<file path="src/rtl/serial_pattern_scanner_pkg.sv">
// Shared definitions for the serial 10101 pattern scanner: controller states,
// one-hot detector states and the pattern length.
package serial_pattern_scanner_pkg;

  localparam int unsigned PATTERN_LEN = 5;

  typedef enum logic [1:0] {
    ST_IDLE   = 2'd0,
    ST_SHIFT  = 2'd1,
    ST_DRAIN  = 2'd2,
    ST_REPORT = 2'd3
  } ctrl_state_t;

  typedef enum logic [5:0] {
    DET_S0    = 6'b000001,
    DET_S1    = 6'b000010,
    DET_S2    = 6'b000100,
    DET_S3    = 6'b001000,
    DET_S4    = 6'b010000,
    DET_MATCH = 6'b100000
  } det_state_t;

  function automatic logic [1:0] sat_inc2(input logic [1:0] v);
    return (v == 2'b11) ? v : v + 2'd1;
  endfunction

endpackage

</file>
<file path="src/rtl/serial_pattern_scanner_det.sv">
// Moore, non-overlapping detector for the serial pattern 1,0,1,0,1.
// State only advances when en is high; clr returns it to S0 synchronously.
module pattern_det_10101
  import serial_pattern_scanner_pkg::*;
(
  input  logic clk,
  input  logic rst,
  input  logic en,
  input  logic clr,
  input  logic d_in,
  output logic y_out
);

  det_state_t state, state_nx;

  always_ff @(posedge clk or negedge rst) begin
    if (!rst)       state <= DET_S0;
    else if (clr)   state <= DET_S0;
    else if (en)    state <= state_nx;
  end

  always_comb begin
    state_nx = DET_S0;
    case (state)
      DET_S0:    state_nx = d_in ? DET_S1    : DET_S0;
      DET_S1:    state_nx = d_in ? DET_S1    : DET_S2;
      DET_S2:    state_nx = d_in ? DET_S3    : DET_S0;
      DET_S3:    state_nx = d_in ? DET_S1    : DET_S4;
      DET_S4:    state_nx = d_in ? DET_MATCH : DET_S0;
      DET_MATCH: state_nx = d_in ? DET_S1    : DET_S0;
      default:   state_nx = DET_S0;
    endcase
  end

  assign y_out = (state == DET_MATCH);

endmodule

</file>
<file path="src/rtl/serial_pattern_scanner.sv">
// Serialises parallel words into a 10101 detector and reports per-word and
// running (saturating) match counts through a valid/ready result handshake.
module serial_pattern_scanner
  import serial_pattern_scanner_pkg::*;
#(
  parameter int unsigned WIDTH     = 8,
  parameter bit          MSB_FIRST = 1'b1
) (
  input  logic             clk,
  input  logic             rst,
  input  logic             in_valid,
  input  logic [WIDTH-1:0] in_data,
  output logic             in_ready,
  input  logic             clear,
  output logic             out_valid,
  input  logic             out_ready,
  output logic [1:0]       out_count,
  output logic [15:0]      total_count,
  output logic             busy
);

  localparam int unsigned CNT_W = (WIDTH > 2) ? $clog2(WIDTH) : 1;

  ctrl_state_t      state, state_nx;
  logic [WIDTH-1:0] shreg;
  logic [CNT_W-1:0] bit_cnt;
  logic             step;
  logic             step_q;
  logic             ser_bit;
  logic             det_y;
  logic             accept;
  logic             hit;

  assign in_ready  = (state == ST_IDLE) && !clear;
  assign accept    = in_valid && in_ready;
  assign step      = (state == ST_SHIFT);
  assign ser_bit   = MSB_FIRST ? shreg[WIDTH-1] : shreg[0];
  // The detector output is registered, so a hit is only trusted in the cycle
  // right after a real step; this stops a parked MATCH from being recounted.
  assign hit       = step_q && det_y;
  assign out_valid = (state == ST_REPORT);
  assign busy      = (state != ST_IDLE);

  always_ff @(posedge clk or negedge rst) begin
    if (!rst) state <= ST_IDLE;
    else      state <= state_nx;
  end

  always_comb begin
    state_nx = state;
    case (state)
      ST_IDLE:   if (accept) state_nx = ST_SHIFT;
      ST_SHIFT:  if (bit_cnt == '0) state_nx = ST_DRAIN;
      ST_DRAIN:  state_nx = ST_REPORT;
      ST_REPORT: if (out_ready) state_nx = ST_IDLE;
      default:   state_nx = ST_IDLE;
    endcase
    if (clear) state_nx = ST_IDLE;
  end

  always_ff @(posedge clk or negedge rst) begin
    if (!rst) begin
      shreg       <= '0;
      bit_cnt     <= '0;
      step_q      <= 1'b0;
      out_count   <= '0;
      total_count <= '0;
    end else if (clear) begin
      step_q      <= 1'b0;
      out_count   <= '0;
      total_count <= '0;
    end else begin
      step_q <= step;
      if (accept) begin
        shreg   <= in_data;
        bit_cnt <= CNT_W'(WIDTH - 1);
      end else if (step) begin
        shreg <= MSB_FIRST ? {shreg[WIDTH-2:0], 1'b0} : {1'b0, shreg[WIDTH-1:1]};
        if (bit_cnt != '0) bit_cnt <= bit_cnt - CNT_W'(1);
      end
      if (accept)   out_count <= '0;
      else if (hit) out_count <= sat_inc2(out_count);
      if (hit && (total_count != '1)) total_count <= total_count + 16'd1;
    end
  end

  pattern_det_10101 u_det (
    .clk   (clk),
    .rst   (rst),
    .en    (step),
    .clr   (clear),
    .d_in  (ser_bit),
    .y_out (det_y)
  );

endmodule

</file>
<file path="config.mk">
export PLATFORM = sky130hd
export DESIGN_NAME = serial_pattern_scanner
export DESIGN_NICKNAME = d
export VERILOG_FILES = /design/src/rtl/serial_pattern_scanner_pkg.sv /design/src/rtl/serial_pattern_scanner_det.sv /design/src/rtl/serial_pattern_scanner.sv
export SDC_FILE = /design/constraint.sdc
export NUM_CORES = 1
export LEC_CHECK = 0
export ABC_AREA = 1
export ABC_CLOCK_PERIOD_IN_PS = 1320
export CORE_UTILIZATION = 49
export CTS_CLUSTER_SIZE = 25
export DETAILED_ROUTE_END_ITERATION = 6
export PLACE_DENSITY = 0.76
export SYNTH_ARGS = -nofsm -noshare
export SYNTH_HDL_FRONTEND = slang
export SYNTH_HIERARCHICAL = 1
export SYNTH_SLANG_ARGS = --single-unit
</file>
<file path="constraint.sdc">
create_clock -name clk -period 1.32 [get_ports clk]
set_input_delay 0.198 -clock clk [delete_from_list [all_inputs] [get_ports clk]]
set_output_delay 0.198 -clock clk [all_outputs]
set_load 0.05 [all_outputs]
</file>
==> results_dict.tcl, run 1 <==
set metrics [dict create \
    htree_num_levels 2 \
    ctsLongestPathBuffers 2 \
    synth-edff-count 0 \
    lastStage "global routing (5_1_grt)" \
    crit_endpoint "in_ready" \
    synthDistinctLibCells 30 \
    tool.error "[ERROR DPL-0038] Utilization greater than 100%, impossible to legalize" \
    grt_max_degree 25 \
    synthCells 311 \
    portBuffers 33 \
    initial_utilization_pct 52.2 \
    synth-async-reset-ratio_pct 100 \
    status "did not finish" \
    synth_nets 333 \
    dieHeight_um 71.0 \
    yosysWarnings 6 \
    synthFlopType "dfrtp_1" \
    std_cell_rows 24 \
    die_w_um 71.0 \
    avgSynthCellArea_um2 7.51 \
    cts_buffers 5 \
    synth-seq-cells 38 \
    gp_congestion 0.961 \
    worst_endpoint_kind "primary output" \
    clock_sinks 38 \
    syn_area_mm2 0.00234 \
    post-place-cells 451 \
    ys_seq_area_share_pct 40.8 \
    dp_hpwl_um 4660 \
    ios 34 \
    clock-root-buffer "clkbuf_8" \
]
==> per-stage QoR <==
stage               instance area [µm²]  setup TNS, ns  util [%]  worst slack [ns]  hold slack (ns)
detailed placement                 3510          -3.24      78.5            -0.142            0.223
CTS                                4130          -2.17      92.4            -0.283            0.439
global placement                   3510          -1.84      78.5           -0.0655            0.216
floorplan                          2480          -8.53         -            -0.497          -0.0976
==> synthesized netlist by cell type, types with 2 or more instances <==
library cell	n	area, µm²
nor2_1	30	113
nand3_1	53	265
inv_2	3	11.3
o21ai_0	12	60.1
dfrtp_1	37	926
a21oi_1	3	15.0
xnor2_1	2	17.5
ha_1	9	113
o22ai_1	4	25.0
inv_1	34	128
nand3_2	2	20.0
o21ai_1	5	25.0
nand3b_1	2	15.0
xor2_1	6	52.6
nand4_1	4	25.0
buf_2	2	10.0
nor2_2	7	43.8
nand2_2	5	31.3
nand2_1	78	293
nor2_4	2	22.5
nand2_4	2	22.5
==> kinds of logic after synthesis <==
| group | synth area share [%] |
|---|---|
| buf+inv | 7.61 |
| xor+xnor | 3.00 |
| fa+ha+maj | 4.82 |
| flops | 40.8 |
| compound gates | 6.27 |
| simple gates | 37.5 |
==> repair_timing <==
action                     CTS
pin swaps                   30
buffers inserted            10
setup endpoints to repair   42
gates resized for setup     89
hold endpoints to repair    21
gates cloned                 4
hold buffers                 1
==> run 2, diff against run 1 <==
--- a/config.mk
+++ b/config.mk
@@ -6,11 +6,10 @@
 export NUM_CORES = 1
 export LEC_CHECK = 0
 export ABC_AREA = 1
-export ABC_CLOCK_PERIOD_IN_PS = 1320
-export CORE_UTILIZATION = 49
-export CTS_CLUSTER_SIZE = 25
+export ABC_CLOCK_PERIOD_IN_PS = 1700
+export CORE_UTILIZATION = 40
 export DETAILED_ROUTE_END_ITERATION = 6
-export PLACE_DENSITY = 0.76
+export PLACE_DENSITY_LB_ADDON = 0.15
 export SYNTH_ARGS = -nofsm -noshare
 export SYNTH_HDL_FRONTEND = slang
 export SYNTH_HIERARCHICAL = 1
==> constraint.sdc (replaced) <==
create_clock -name clk -period 1.7 [get_ports clk]
set_input_delay 0.255 -clock clk [delete_from_list [all_inputs] [get_ports clk]]
set_output_delay 0.255 -clock clk [all_outputs]
set_load 0.05 [all_outputs]
==> run 2 against run 1 <==
Net effect: the run now ends clean; synthesized area is the same; synthesized cell count stayed put.
==> results_dict.tcl, run 2 <==
set metrics [dict create \
    ctsResizeCount 0 \
    max_flop_register "total_count" \
    powerDensity_mw_per_mm2 1020 \
    largest_reg_flops 16 \
    synth-seq-cells 38 \
    worstPathRequired_ns 1.44 \
    clock_sinks 38 \
    largestRegisters "total_count x16, shreg x8, u_det/state x6" \
    dp_hpwl_um 4030 \
    grt_pass1_vias 2008 \
    fin_skew_ns 0.00440 \
    synth_xor_area_share_pct 3.00 \
    antenna_found_initial 0 \
    synthTopCellsByCount "78 x nand2_1, 53 x nand3_1, 37 x dfrtp_1" \
    fin_crit_ns 1.68 \
    status "completed" \
    ys_seq_area_share_pct 40.8 \
    dieHeight_um 78.4 \
    wl_um 5480 \
    layout_common_cells "78 x nand2_1, 52 x nand3_1, 35 x dfrtp_1" \
    ys_top_cells_by_area "dfrtp_1 40%, nand2_1 13%, nand3_1 11%" \
    finalSetupViolCount 0 \
    die_area_mm2 0.00615 \
    place_ws_ns 0.0745 \
    synthCells 311 \
    placed_cell_area_mm2 0.00283 \
    drive_gt1_share_pct 21.3 \
    worst_slack_ns 0.0170 \
    synth_nets 333 \
    yosys.area.top_type "dfrtp_1" \
    worst_setup_path_start_kind "flip-flop" \
    grt_max_degree 22 \
    clock-root-buffer "clkbuf_8" \
    ctsLongestPathBuffers 2 \
    die_w_um 78.4 \
    ios 34 \
    ant_nets 0 \
    worstMarginPinSlew_ns 0.456 \
    grt_overflow 0 \
    rsz0062_at_grt "true" \
    drv_cap 0 \
    cp-end-kind "output pin" \
    irDropWorstVdd_mv 1.15 \
    synth_compound_area_share_pct 6.27 \
    hold_class "primary input to async pin" \
    vias_per_cell 4.95 \
    initial_utilization_pct 41.9 \
    maxSlewViolCount 0 \
    synthDistinctLibCells 30 \
    syn_to_final_growth_pct 26.7 \
    grt_pass1_wl_um 9300 \
    cp.arrival_ns 1.43 \
    portBuffers 33 \
    std_cell_rows 27 \
    r2r-start "total_count[1]" \
    slew_headroom_pct 69.6 \
    regToRegEndpoint "total_count[7]" \
    crit_path_start "state[0]" \
    wl_per_cell_um 12.6 \
    cp_max_fo 4 \
    hold_viol_final 0 \
    drc 0 \
    post-route-period-util_pct 99.0 \
    nets 383 \
    n_antenna_cell 0 \
    ff2ff_setup_slack_ns 0.15 \
    synth_top_area_share_pct 39.6 \
    rr_worst_depth 8 \
    final_cell_area_mm2 0.00296 \
    synth-edff-count 0 \
    clock_latency_ns 0.29 \
    placeableCoreArea_mm2 0.00557 \
    vias 2150 \
    htree_num_levels 2 \
    max_freq_ghz 0.594 \
    gp_congestion 0.853 \
    avgSynthCellArea_um2 7.51 \
    yosys.area_share.simple_pct 37.5 \
    cts_buffers 5 \
    criticalPathCategory "flip-flop to output pin" \
    synth_top_family_by_area "simple AND/OR/NAND/NOR gates" \
    synthAdderAreaFrac_pct 4.82 \
    clkTransAtPathRegs_ns 0.08 \
    finalPower_w 0.00302 \
    drt-initial-drc-count 166 \
    yosysWarnings 6 \
    synthFlopType "dfrtp_1" \
    synth-async-reset-ratio_pct 100 \
    leakage_nw 1.44 \
    drtPass1Iterations 4 \
    grt_use_total_pct 19.7 \
    cts_tree "yes" \
    synthMuxAreaShare_pct 0 \
    layout_commonest_cell "nand2_1" \
    yosysMostFrequentCell "nand2_1" \
    final_util_pct 53.1 \
    syn_area_mm2 0.00234 \
]
[run 2: cell counts after synthesis]
Identical to the previous run, type by type.
[run 2: cell families (layout without fill, tap and decap cells)]
family,Yosys count,after routing
compound gates,26,26
fa+ha+maj,9,9
simple gates,187,187
buf+inv,43,94
xor+xnor,8,8
flops,38,38
[run 2: worst max path at each step]
stage	end	slack, ns	cells after the start
5_1_grt	in_ready	-0.04	5
4_1_cts	in_ready	0.01	5
3_3_place_gp	bit_cnt[1]	0.09	7
3_5_place_dp	bit_cnt[1]	0.07	7
6_report	in_ready	0.02	5
2_1_floorplan	shreg[1]	-0.12	8
[run 2: layout make-up]
| type | count | area [µm²] |
|---|---|---|
| multi-input cells | 230 | 1240 |
| clock inverters | 1 | 5.00 |
| inverters | 38 | 149 |
| fillers | 568 | 2620 |
| repair buffers | 48 | 438 |
| clock buffers | 7 | 86.3 |
| flip-flops and latches | 38 | 955 |
| well taps | 72 | 90.1 |
[run 2: worst max-delay path: stages, from the launching register on]
cell and delay (ns):
dfrtp_1 0.42, inv_2 0.10, ha_4 0.15, clkinvlp_4 0.12, nor2_4 0.18, buf_12 0.15
[run 2: repair_timing]
action                                 CTS  global route
hold buffers                             1             0
pin swaps                                1             1
endpoints found under the hold margin   16             0
setup endpoints to repair                1             1
setup buffers                            0             4
[run 2: through the flow]
step,cells,hold WS (ns),setup TNS (ns)
2_1_floorplan,311,-0.0406,-0.983
3_3_place_gp,421,0.229,0
3_5_place_dp,421,0.234,0
4_1_cts,430,0.451,0
5_1_grt,434,0.487,-0.0438
6_report,434,0.441,0
[run 2: routing by layer]
| layer | vias up | GRT usage (%) | wire length (µm) |
|---|---|---|---|
| met5 | - | 0 | 0 |
| met3 | 5 | 3.95 | 241 |
| met1 | 1003 | 27.8 | 2750 |
| met2 | 40 | 29.4 | 2420 |
| met4 | 0 | 7.59 | 73 |
| li1 | 1102 | - | - |
[run 2: where the power goes]
part           internal (W)  switching [W]  total [W]
clock network      0.000328       0.000333   0.000661
registers           0.00107       0.000110    0.00118
logic              0.000505       0.000667    0.00117
total               0.00191        0.00111    0.00302
(Power assumes the default switching activity.)
==> run 3, diff against run 2 <==
--- a/config.mk
+++ b/config.mk
@@ -6,10 +6,10 @@
 export NUM_CORES = 1
 export LEC_CHECK = 0
 export ABC_AREA = 1
-export ABC_CLOCK_PERIOD_IN_PS = 1700
 export CORE_UTILIZATION = 40
 export DETAILED_ROUTE_END_ITERATION = 6
 export PLACE_DENSITY_LB_ADDON = 0.15
+export SKIP_LAST_GASP = 1
 export SYNTH_ARGS = -nofsm -noshare
 export SYNTH_HDL_FRONTEND = slang
 export SYNTH_HIERARCHICAL = 1
==> results of run 3 <==
The final DEF is identical to that of run 2; final timing and power are the same.
